[src/rtl/gray_ptr_ctrl.sv]
// One side of an async FIFO: binary pointer with a registered Gray copy, plus
// full/empty, almost flag and fill level against the other domain's synced Gray pointer.
module gray_ptr_ctrl #(
    parameter int ADDR_WIDTH    = 6,
    parameter bit MODE          = 1'b0,
    parameter int ALMOST_THRESH = 4
) (
    input  logic                  clk,
    input  logic                  rst_n,
    input  logic                  inc,
    input  logic [ADDR_WIDTH:0]   sync_gray_ptr,
    output logic                  accept,
    output logic [ADDR_WIDTH-1:0] addr,
    output logic [ADDR_WIDTH:0]   bin_ptr,
    output logic [ADDR_WIDTH:0]   gray_ptr,
    output logic                  flag,
    output logic                  almost_flag,
    output logic [ADDR_WIDTH:0]   level
);

    localparam logic [ADDR_WIDTH:0] DEPTH_P  = {1'b1, {ADDR_WIDTH{1'b0}}};
    localparam logic [ADDR_WIDTH:0] THRESH_P = (ADDR_WIDTH + 1)'(ALMOST_THRESH);

    logic [ADDR_WIDTH:0] bin_next;
    logic [ADDR_WIDTH:0] gray_next;
    logic [ADDR_WIDTH:0] sync_bin;
    logic [ADDR_WIDTH:0] level_next;
    logic                flag_next;
    logic                almost_next;

    assign accept    = inc & ~flag;
    assign addr      = bin_ptr[ADDR_WIDTH-1:0];
    assign bin_next  = bin_ptr + {{ADDR_WIDTH{1'b0}}, accept};
    assign gray_next = bin_next ^ (bin_next >> 1);

    // Each binary bit is the XOR of all Gray bits at and above it.
    always_comb begin
        sync_bin = '0;
        for (int i = 0; i <= ADDR_WIDTH; i++) begin
            sync_bin[i] = ^(sync_gray_ptr >> i);
        end
    end

    // Flags are computed from the next pointer so a full-rate burst never overshoots.
    always_comb begin
        flag_next   = 1'b0;
        level_next  = '0;
        almost_next = 1'b0;
        if (MODE == 1'b0) begin
            flag_next   = (gray_next == {~sync_gray_ptr[ADDR_WIDTH:ADDR_WIDTH-1],
                                         sync_gray_ptr[ADDR_WIDTH-2:0]});
            level_next  = bin_next - sync_bin;
            almost_next = (level_next >= DEPTH_P - THRESH_P);
        end else begin
            flag_next   = (gray_next == sync_gray_ptr);
            level_next  = sync_bin - bin_next;
            almost_next = (level_next <= THRESH_P);
        end
    end

    always_ff @(posedge clk or negedge rst_n) begin
        if (!rst_n) begin
            bin_ptr     <= '0;
            gray_ptr    <= '0;
            level       <= '0;
            flag        <= MODE;
            almost_flag <= MODE;
        end else begin
            bin_ptr     <= bin_next;
            gray_ptr    <= gray_next;
            level       <= level_next;
            flag        <= flag_next;
            almost_flag <= almost_next;
        end
    end

endmodule

[config.mk]
export PLATFORM = sky130hd
export DESIGN_NAME = gray_ptr_ctrl
export DESIGN_NICKNAME = d
export VERILOG_FILES = /design/src/rtl/gray_ptr_ctrl.sv
export SDC_FILE = /design/constraint.sdc
export NUM_CORES = 1
export LEC_CHECK = 0
export ABC_AREA = 1
export BUFFER_PORTS_ARGS = -buffer_cell sky130_fd_sc_hd__buf_2
export CORE_MARGIN = 2
export CORE_UTILIZATION = 43
export CTS_CLUSTER_DIAMETER = 200
export DETAILED_ROUTE_END_ITERATION = 8
export PLACE_DENSITY_LB_ADDON = 0.15
export SYNTH_ARGS = -nofsm -noshare
export SYNTH_HDL_FRONTEND = slang
export SYNTH_SLANG_ARGS = --single-unit
export TNS_END_PERCENT = 10
[constraint.sdc]
create_clock -name clk -period 6 [get_ports clk]
set_input_delay 1.2 -clock clk [delete_from_list [all_inputs] [get_ports clk]]
set_output_delay 1.2 -clock clk [all_outputs]
set_load 0.02 [all_outputs]
==> metrics.cfg, run 1 <==
[status]
status=complete, no violations

[worst_setup_path]
reg2reg_setup_slack_ns=3.42
crit_fanout=9
end_kind=register
r2r-end=almost_flag$_DFF_PN0_
crit_family=adder cells
slowest_delay_ns=0.38
cp_slowest_cell=ha_1
reg2reg_depth=17
worstPathArrival_ns=3.37
r2r_start=flag$_DFF_PN0_
critPathRequiredTime_ns=6.21
worst_setup_path_start_kind=input port
path_class=input port to register
cp_cell_sequence=buf_2 > inv_1 > nor2_1 > ha_1 > ha_1 > inv_1 > nand2_1 > nand2_1 > ha_1 > a21oi_1 > nand2_1 > nand2_1 > nand2_1 > nand3_1 > nand2_1 > nand2_1 > nand2_1 > nand2_1 > nand2_1
crit_buf_inv=3
crit_top_cell=nand2_1

[timing]
setup_tns_ns=0
drv_slew=0
max_freq_mhz=316
worst_pin_slew_ns=0.494
slew_headroom_pct=67.1
rsz0062_at_grt=no
min_period_over_period_pct=52.7
finalClockSkew_ns=0.00521
period_needed_ns=3.16
hold_viol_final=0
setup_viol=0

[synthesis]
yosys.area.top_type=dfrtp_1
yosys-top-cells-area=dfrtp_1, nand2_1, nand3_1, inv_1, ha_1
ys_seq_elements=22
ys_warn_count=0
synth_top_area_share_pct=36.7
syn_nets=219
synth.distinct_cells=21
synthCells=200
synth_seq_area_share_pct=36.7
syn_area_sq_um=1500
syn_avg_cell_area_sq_um=7.49

[cells_and_area]
final_common_cell=nand2_1
drive_above_1_share_pct=23.1
nets=254
final_cell_mix=nand2_1, buf_2, inv_1, nand3_1, dfrtp_1
diodes=0
postLayoutCoreUtil_pct=51.4
syn_to_final_growth_pct=14.5

[floorplanning]
die_h_um=63.0
fp.dieW_um=63.0
die_area_sq_um=3970
initial_core_util_pct=44.9
core_area_sq_um=3340
rows=21
io_pins=40

[power]
ir_worst_vdd_v=0.000206
p_leak_nw=1.01
powerDensity_nw_per_um2=604

[cts]
clock-root-buffer=clkbuf_4
clk_latency_ns=0.30
cts_setup_buffers=0
clock_path_buffers=2
cts_tree=yes
holdBufCountCts=0
clkTransAtPathRegs_ns=0.12
cts_made_buffers=3
htreeDepth=1
cts_resized=0
cts_sinks=22

[hold_path]
worstHoldStart=bin_ptr[0]$_DFF_PN0_
whs_endpoint=bin_ptr[0]$_DFF_PN0_
hp-class=register to register
whs_path_depth=1

[run]
maxCapViolCount=0

[placement]
dp_hpwl_um=2260
io_buffers=39
globalplace.congestion=0.797

[routing]
antenna_left=0
drcViolationCount=0
vias=1254
firstDrtPassIters=4
drtIter0Drc=68
wirelength_um=2880
via_per_inst=4.48
wl_per_cell_um=10.3

[global_routing]
grt_pass1_wl_um=5110
grt_start_max_net_pins=23
grt_pass1_vias=1131
overflow=0
grt.total_usage_pct=16.2
antenna_found_initial=0

routing by layer:
layer,vias up,global-route usage [%],wire [um]
met1,544,23.7,1490
met3,2,2.16,136
met5,-,0,0
li1,677,-,-
met4,0,5.83,20
met2,31,24.3,1230
flip-flops by register name (all words and copies together), names as in the netlist:
signal,flops
almost_flag,1
bin_ptr,7
flag,1
gray_ptr,6
level,7
where the power goes:
group	internal, mW	total, mW	switching, mW	leakage [nW]
Combinational	0.238	0.686	0.449	0.724
Sequential	0.224	0.270	0.0461	0.265
Clock	0.0370	0.0811	0.0441	0.0210
layout make-up:
type | count | area (sq um)
inverters | 31 | 116
flip-flops and latches | 22 | 551
clock buffers | 4 | 36.3
multi-input cells | 138 | 761
repair buffers | 39 | 195
well taps | 46 | 57.6
fillers | 338 | 1620
Yosys cell counts:
cell,number
a21oi_1,2
a31oi_1,1
buf_4,8
buf_6,1
dfrtp_1,22
fa_1,1
ha_1,8
inv_1,30
inv_2,1
nand2_1,72
nand2_2,6
nand2_4,1
nand3_1,23
nand3b_1,2
nand4_1,4
nor2_1,3
nor2_2,1
nor2_4,1
xnor2_1,6
xor2_1,6
xor2_2,1
logic make-up (layout without fill, tap and decap cells):
| family | after synthesis | after routing | synth area share, % |
|---|---|---|---|
| flops | 22 | 22 | 36.7 |
| buf+inv | 40 | 74 | 12.5 |
| xor+xnor | 13 | 13 | 8.10 |
| simple gates | 113 | 113 | 33.6 |
| compound gates | 3 | 3 | 1.09 |
| fa+ha+maj | 9 | 9 | 8.01 |
worst max-delay path by stage:
stage,from,endpoint,slack [ns],cells after the start
detailed placement,inc,almost_flag$_DFF_PN0_,2.52,19
CTS,inc,almost_flag$_DFF_PN0_,2.85,19
global route,inc,almost_flag$_DFF_PN0_,2.54,19
global placement,inc,almost_flag$_DFF_PN0_,2.58,19
floorplan,inc,almost_flag$_DFF_PN0_,2.62,19
finish,inc,almost_flag$_DFF_PN0_,2.84,19
per-stage QoR:
step                      setup slack (ns)  hold WS, ns  power, mW  area [sq um]  cells
after floorplan                       2.62        0.687      0.822          1500    200
after global placement                2.58        0.583      0.962          1680    276
after detailed placement              2.52        0.587      0.962          1680    276
after CTS                             2.85        0.617       1.05          1720    280
after global routing                  2.54        0.649       1.16          1720    280
final                                 2.84        0.605       1.04          1720    280
Note: power is estimated with default switching activity, not from simulation.
==> run 2, diff against run 1 <==
Clock period 6 ns to 3.3 ns, I/O delays scaled along.
==> run 2 against run 1 <==
Total power rose by 87%; clock power rose to 2.6 times the previous value; final cell count did not move; clock skew fell by 0.0030 ns; routed wire length rose by 0.21%; critical path depth did not move; worst setup slack got worse by 2.1 ns; flip-flop and latch count did not move; critical endpoint unchanged; largest power group unchanged.
==> metrics.cfg, run 2 (synthesis results as in run 1) <==
[timing]
hold_viol_final=0
min_period_over_period_pct=78.3
max_freq_mhz=387
period_needed_ns=2.59
setup_viol=0
fin_ws_ns=0.715
finalClockSkew_ns=0.00219
rsz0062_at_grt=no
slew_headroom_pct=67.2
setup_tns_ns=0
worst_pin_slew_ns=0.493
drv_slew=0

[placement]
post_dp_cell_area_sq_um=1680
globalplace.congestion=0.797
dp_hpwl_um=2260
io_buffers=39
dp_slack_ns=0.359

[cells_and_area]
diodes=0
syn_to_final_growth_pct=15.6
postLayoutCoreUtil_pct=51.9
final_common_cell=nand2_1
reg.largest.list=bin_ptr (7), level (7), gray_ptr (6)
nets=254
final_cell_mix=nand2_1, buf_2, inv_1, nand3_1, dfrtp_1
drive_above_1_share_pct=23.1
design_area_sq_um=1730

[cts]
cts_tree=yes
cts_sinks=22
clk_latency_ns=0.31
clkTransAtPathRegs_ns=0.13
htreeDepth=1
cts_made_buffers=3
holdBufCountCts=0
clock-root-buffer=clkbuf_4
clock_path_buffers=2
cts_setup_buffers=0
cts_resized=0

[floorplanning]
core_area_sq_um=3340
die_h_um=63.0
initial_core_util_pct=44.9
fp.dieW_um=63.0
rows=21
die_area_sq_um=3970
io_pins=40

[routing]
firstDrtPassIters=4
drtIter0Drc=54
antenna_left=0
vias=1262
via_per_inst=4.51
wl_per_cell_um=10.3
drcViolationCount=0
wirelength_um=2880

[global_routing]
antenna_found_initial=0
grt_pass1_wl_um=5200
overflow=0
grt.total_usage_pct=16.3
grt_start_max_net_pins=23
grt_pass1_vias=1164

[worst_setup_path]
worstPathArrival_ns=2.81
worst_setup_path_start_kind=input port
end_kind=register
path_class=input port to register
crit_fanout=9
critPathRequiredTime_ns=3.52

[power]
ir_worst_vdd_v=0.000401
p_leak_nw=1.02
total_power_mw=1.94
powerDensity_nw_per_um2=1120

[status]
status=complete, no violations

[run]
maxCapViolCount=0

[hold_path]
hp-class=input port to async pin

## run 2: cell types whose count changed in the layout (fill, tap and decap cells not counted)
cell       delta
bufinv_16     +1
clkbuf_8      -1
## run 2: final timing paths
path	slack [ns]	endpoint	startpoint	cells past startpoint
hold / removal	0.29	bin_ptr[1]$_DFF_PN0_	rst_n	1
setup reg to reg	0.76	almost_flag$_DFF_PN0_	flag$_DFF_PN0_	17
min in group clk	0.60	bin_ptr[0]$_DFF_PN0_	bin_ptr[0]$_DFF_PN0_	1
max in group asynchronous	2.68	level[4]$_DFF_PN0_	rst_n	1
setup / recovery	0.71	almost_flag$_DFF_PN0_	inc	19
hold reg to reg	0.60	bin_ptr[0]$_DFF_PN0_	bin_ptr[0]$_DFF_PN0_	1
## run 2: final cells by class
class | instances | area, sq um
clock buffer | 3 | 22.5
timing repair buffer | 39 | 195
clock inverter | 1 | 30.0
inverter | 31 | 116
fill | 327 | 1600
sequential | 22 | 551
multi-input combinational | 138 | 761
tap | 46 | 57.6
## run 2: metal layers
metal  share of wire [%]  vias to the layer above  track usage, %  wire (um)
li1                    -                      677               -          -
met1                  52                      551            23.2       1500
met2                  43                       32            25.5       1230
met3                 4.7                        2            3.42        136
met4                0.69                        0            3.33         20
met5                   0                        -               0          0
## run 2: per-stage QoR
step                hold slack, ns  cells
detailed placement           0.586    276
global route                 0.306    280
finish                       0.290    280
floorplan                    0.364    200
CTS                          0.300    280
global placement             0.583    276
## run 2: where the power goes
part           internal [mW]  switching, mW  leakage (nW)  total [mW]
registers              0.407         0.0843         0.265       0.491
logic                  0.431          0.811         0.724        1.24
clock network          0.123         0.0866        0.0279       0.209
## run 2: critical path, cell delays in order
cell     delay [ns]
buf_2          0.08
inv_1          0.03
nor2_1         0.10
ha_1           0.25
ha_1           0.35
inv_1          0.10
nand2_1        0.07
nand2_1        0.10
ha_1           0.38
a21oi_1        0.14
nand2_1        0.09
nand2_1        0.06
nand2_1        0.05
nand3_1        0.08
nand2_1        0.06
nand2_1        0.05
nand2_1        0.06
nand2_1        0.07
nand2_1        0.04
==> run 3, diff against run 2 <==
Settings changed: ABC_AREA 1 to 0.
Clock period 3.3 ns to 2.67 ns, I/O delays scaled along.
==> run 3 against run 2 <==
The flow now finishes with violations (setup timing); largest cell class unchanged; critical endpoint unchanged; via count down 19%; global-route usage up 1.7 points; non-clock buffer count up 27.
==> metrics.cfg, run 3 <==
[worst_setup_path]
cp_cell_sequence=buf_6 > xor3_2 > xnor2_4 > xor2_2 > xnor2_2 > xor2_1 > ha_2 > fa_2 > nor2b_1 > o21ai_1 > a21boi_1 > o21ai_1 > a21o_1 > nand3_1
slowest_delay_ns=0.47
r2r_start=flag$_DFF_PN0_
cp_slowest_cell=xor3_2
worstPathArrival_ns=3.05
crit_top_cell=o21ai_1
reg2reg_depth=12
crit_buf_inv=1
reg2reg_setup_slack_ns=0.11
cp.depth=14
end_kind=register
r2r-end=almost_flag$_DFF_PN0_
path_class=input port to register
crit_path_end=almost_flag$_DFF_PN0_
crit_fanout=3
worst_setup_path_start_kind=input port
crit_family=XOR/XNOR gates
critPathLaunch=sync_gray_ptr[6]
critPathRequiredTime_ns=2.92

[global_routing]
grt_start_max_net_pins=23
grt_pass1_vias=1039
antenna_found_initial=0
grt.total_usage_pct=18.0
grt_pass1_wl_um=4770
overflow=0

[synthesis]
synth_top_area_share_pct=40.7
syn_avg_cell_area_sq_um=11.2
dominantRegCellSynth=dfrtp_1
syn_area_sq_um=1350
synth_seq_area_share_pct=40.7
synth-edff-count=0
synth-async-reset-ratio_pct=100
ys_warn_count=0
yosys-top-cells-count=dfrtp_1, xnor2_1, xor2_1, inv_1
yosys.area.top_type=dfrtp_1
synth.distinct_cells=33
ys_seq_elements=22
yosysMostFrequentCell=dfrtp_1
syn_nets=140
yosys-top-cells-area=dfrtp_1, xnor2_1, xor2_1, ha_1, buf_4
synthCells=121

[cells_and_area]
final_common_cell=buf_2
design_area_sq_um=1850
syn_to_final_growth_pct=36.5
reg.largest.list=bin_ptr (7), level (7), gray_ptr (6)
final_cell_mix=buf_2, buf_4, dfrtp_1, xnor2_1, xor2_1
drive_above_1_share_pct=48.9
diodes=0
instances_no_fill=226
nets=202

[power]
ir_worst_vdd_v=0.00103
total_power_mw=2.87
powerDensity_nw_per_um2=1550
p_leak_nw=0.946

[floorplanning]
initial_core_util_pct=44.7
rows=20
io_pins=40
die_area_sq_um=3610
die_h_um=60.1
core_area_sq_um=3030
fp.dieW_um=60.1

[status]
violations=setup timing
status=complete, but fails checks

[timing]
fin_ws_ns=-0.124
period_needed_ns=2.79
setup_viol=4
drv_slew=0
setup_tns_ns=-0.253
rsz0062_at_grt=yes
finalClockSkew_ns=0.00338
slew_headroom_pct=66.1
min_period_over_period_pct=105
worst_pin_slew_ns=0.508
hold_viol_final=0
max_freq_mhz=358

[cts]
clock_path_buffers=2
holdBufCountCts=0
clkTransAtPathRegs_ns=0.13
clock-root-buffer=clkbuf_4
clk_latency_ns=0.31
cts_tree=yes
cts_sinks=22
cts_made_buffers=3
htreeDepth=1

[placement]
globalplace.congestion=0.841
dp_hpwl_um=2140
dp_cells=219
dp_slack_ns=-0.540
post_dp_cell_area_sq_um=1720
io_buffers=39

[routing]
wl_per_cell_um=12.7
via_per_inst=4.54
antenna_left=0
drcViolationCount=0
wirelength_um=2870
vias=1025
firstDrtPassIters=4
drtIter0Drc=25

[hold_path]
hp-class=input port to async pin

[run]
maxCapViolCount=0

-- run 3: kinds of logic after synthesis --
logic type | count (synthesis) | share of synthesized area (%)
flops | 22 | 40.7
compound gates | 12 | 7.02
mux | 1 | 0.832
simple gates | 28 | 11.3
buf+inv | 19 | 7.86
fa+ha+maj | 9 | 8.87
xor+xnor | 30 | 23.5
-- run 3: metal layers --
layer  track usage, %  vias to the layer above  share of wire, %
li1                 -                      507                 -
met1             22.0                      491                43
met2             32.3                       23                53
met3             2.60                        4               2.6
met4             5.71                        0               1.2
met5                0                        -                 0
-- run 3: layout make-up --
class | count | area (sq um)
fill | 261 | 1180
multi-input combinational | 80 | 758
sequential | 22 | 551
timing repair buffer | 66 | 410
tap | 44 | 55.1
inverter | 10 | 37.5
clock buffer | 4 | 36.3
-- run 3: worst min path at each step --
stage          startpoint               endpoint  slack, ns
2_1_floorplan       rst_n  almost_flag$_DFF_PN0_       0.24
3_3_place_gp        rst_n  gray_ptr[0]$_DFF_PN0_       0.53
3_5_place_dp        rst_n  gray_ptr[2]$_DFF_PN0_       0.54
4_1_cts             rst_n  gray_ptr[2]$_DFF_PN0_       0.18
5_1_grt             rst_n  gray_ptr[2]$_DFF_PN0_       0.19
6_report            rst_n   bin_ptr[1]$_DFF_PN0_       0.17
-- run 3: timing repair --
item / 4_1_cts / 5_1_grt
hold endpoints to repair: 0 / 0
pin swaps: 10 / 2
buffers inserted: 3 / 0
resized for setup: 10 / 2
setup endpoints to repair: 4 / 4
-- run 3: stage by stage --
step / hold slack, ns / util [%]
2_1_floorplan: 0.238 / -
3_3_place_gp: 0.527 / 56.9
3_5_place_dp: 0.539 / 56.9
4_1_cts: 0.184 / 60.4
5_1_grt: 0.193 / 61.0
6_report: 0.172 / 61.0
-- run 3: power by group --
part           leakage, nW  internal [mW]  switching, mW
sequential           0.265          0.511         0.0941
combinational        0.660          0.988           1.09
clock               0.0210         0.0832          0.104
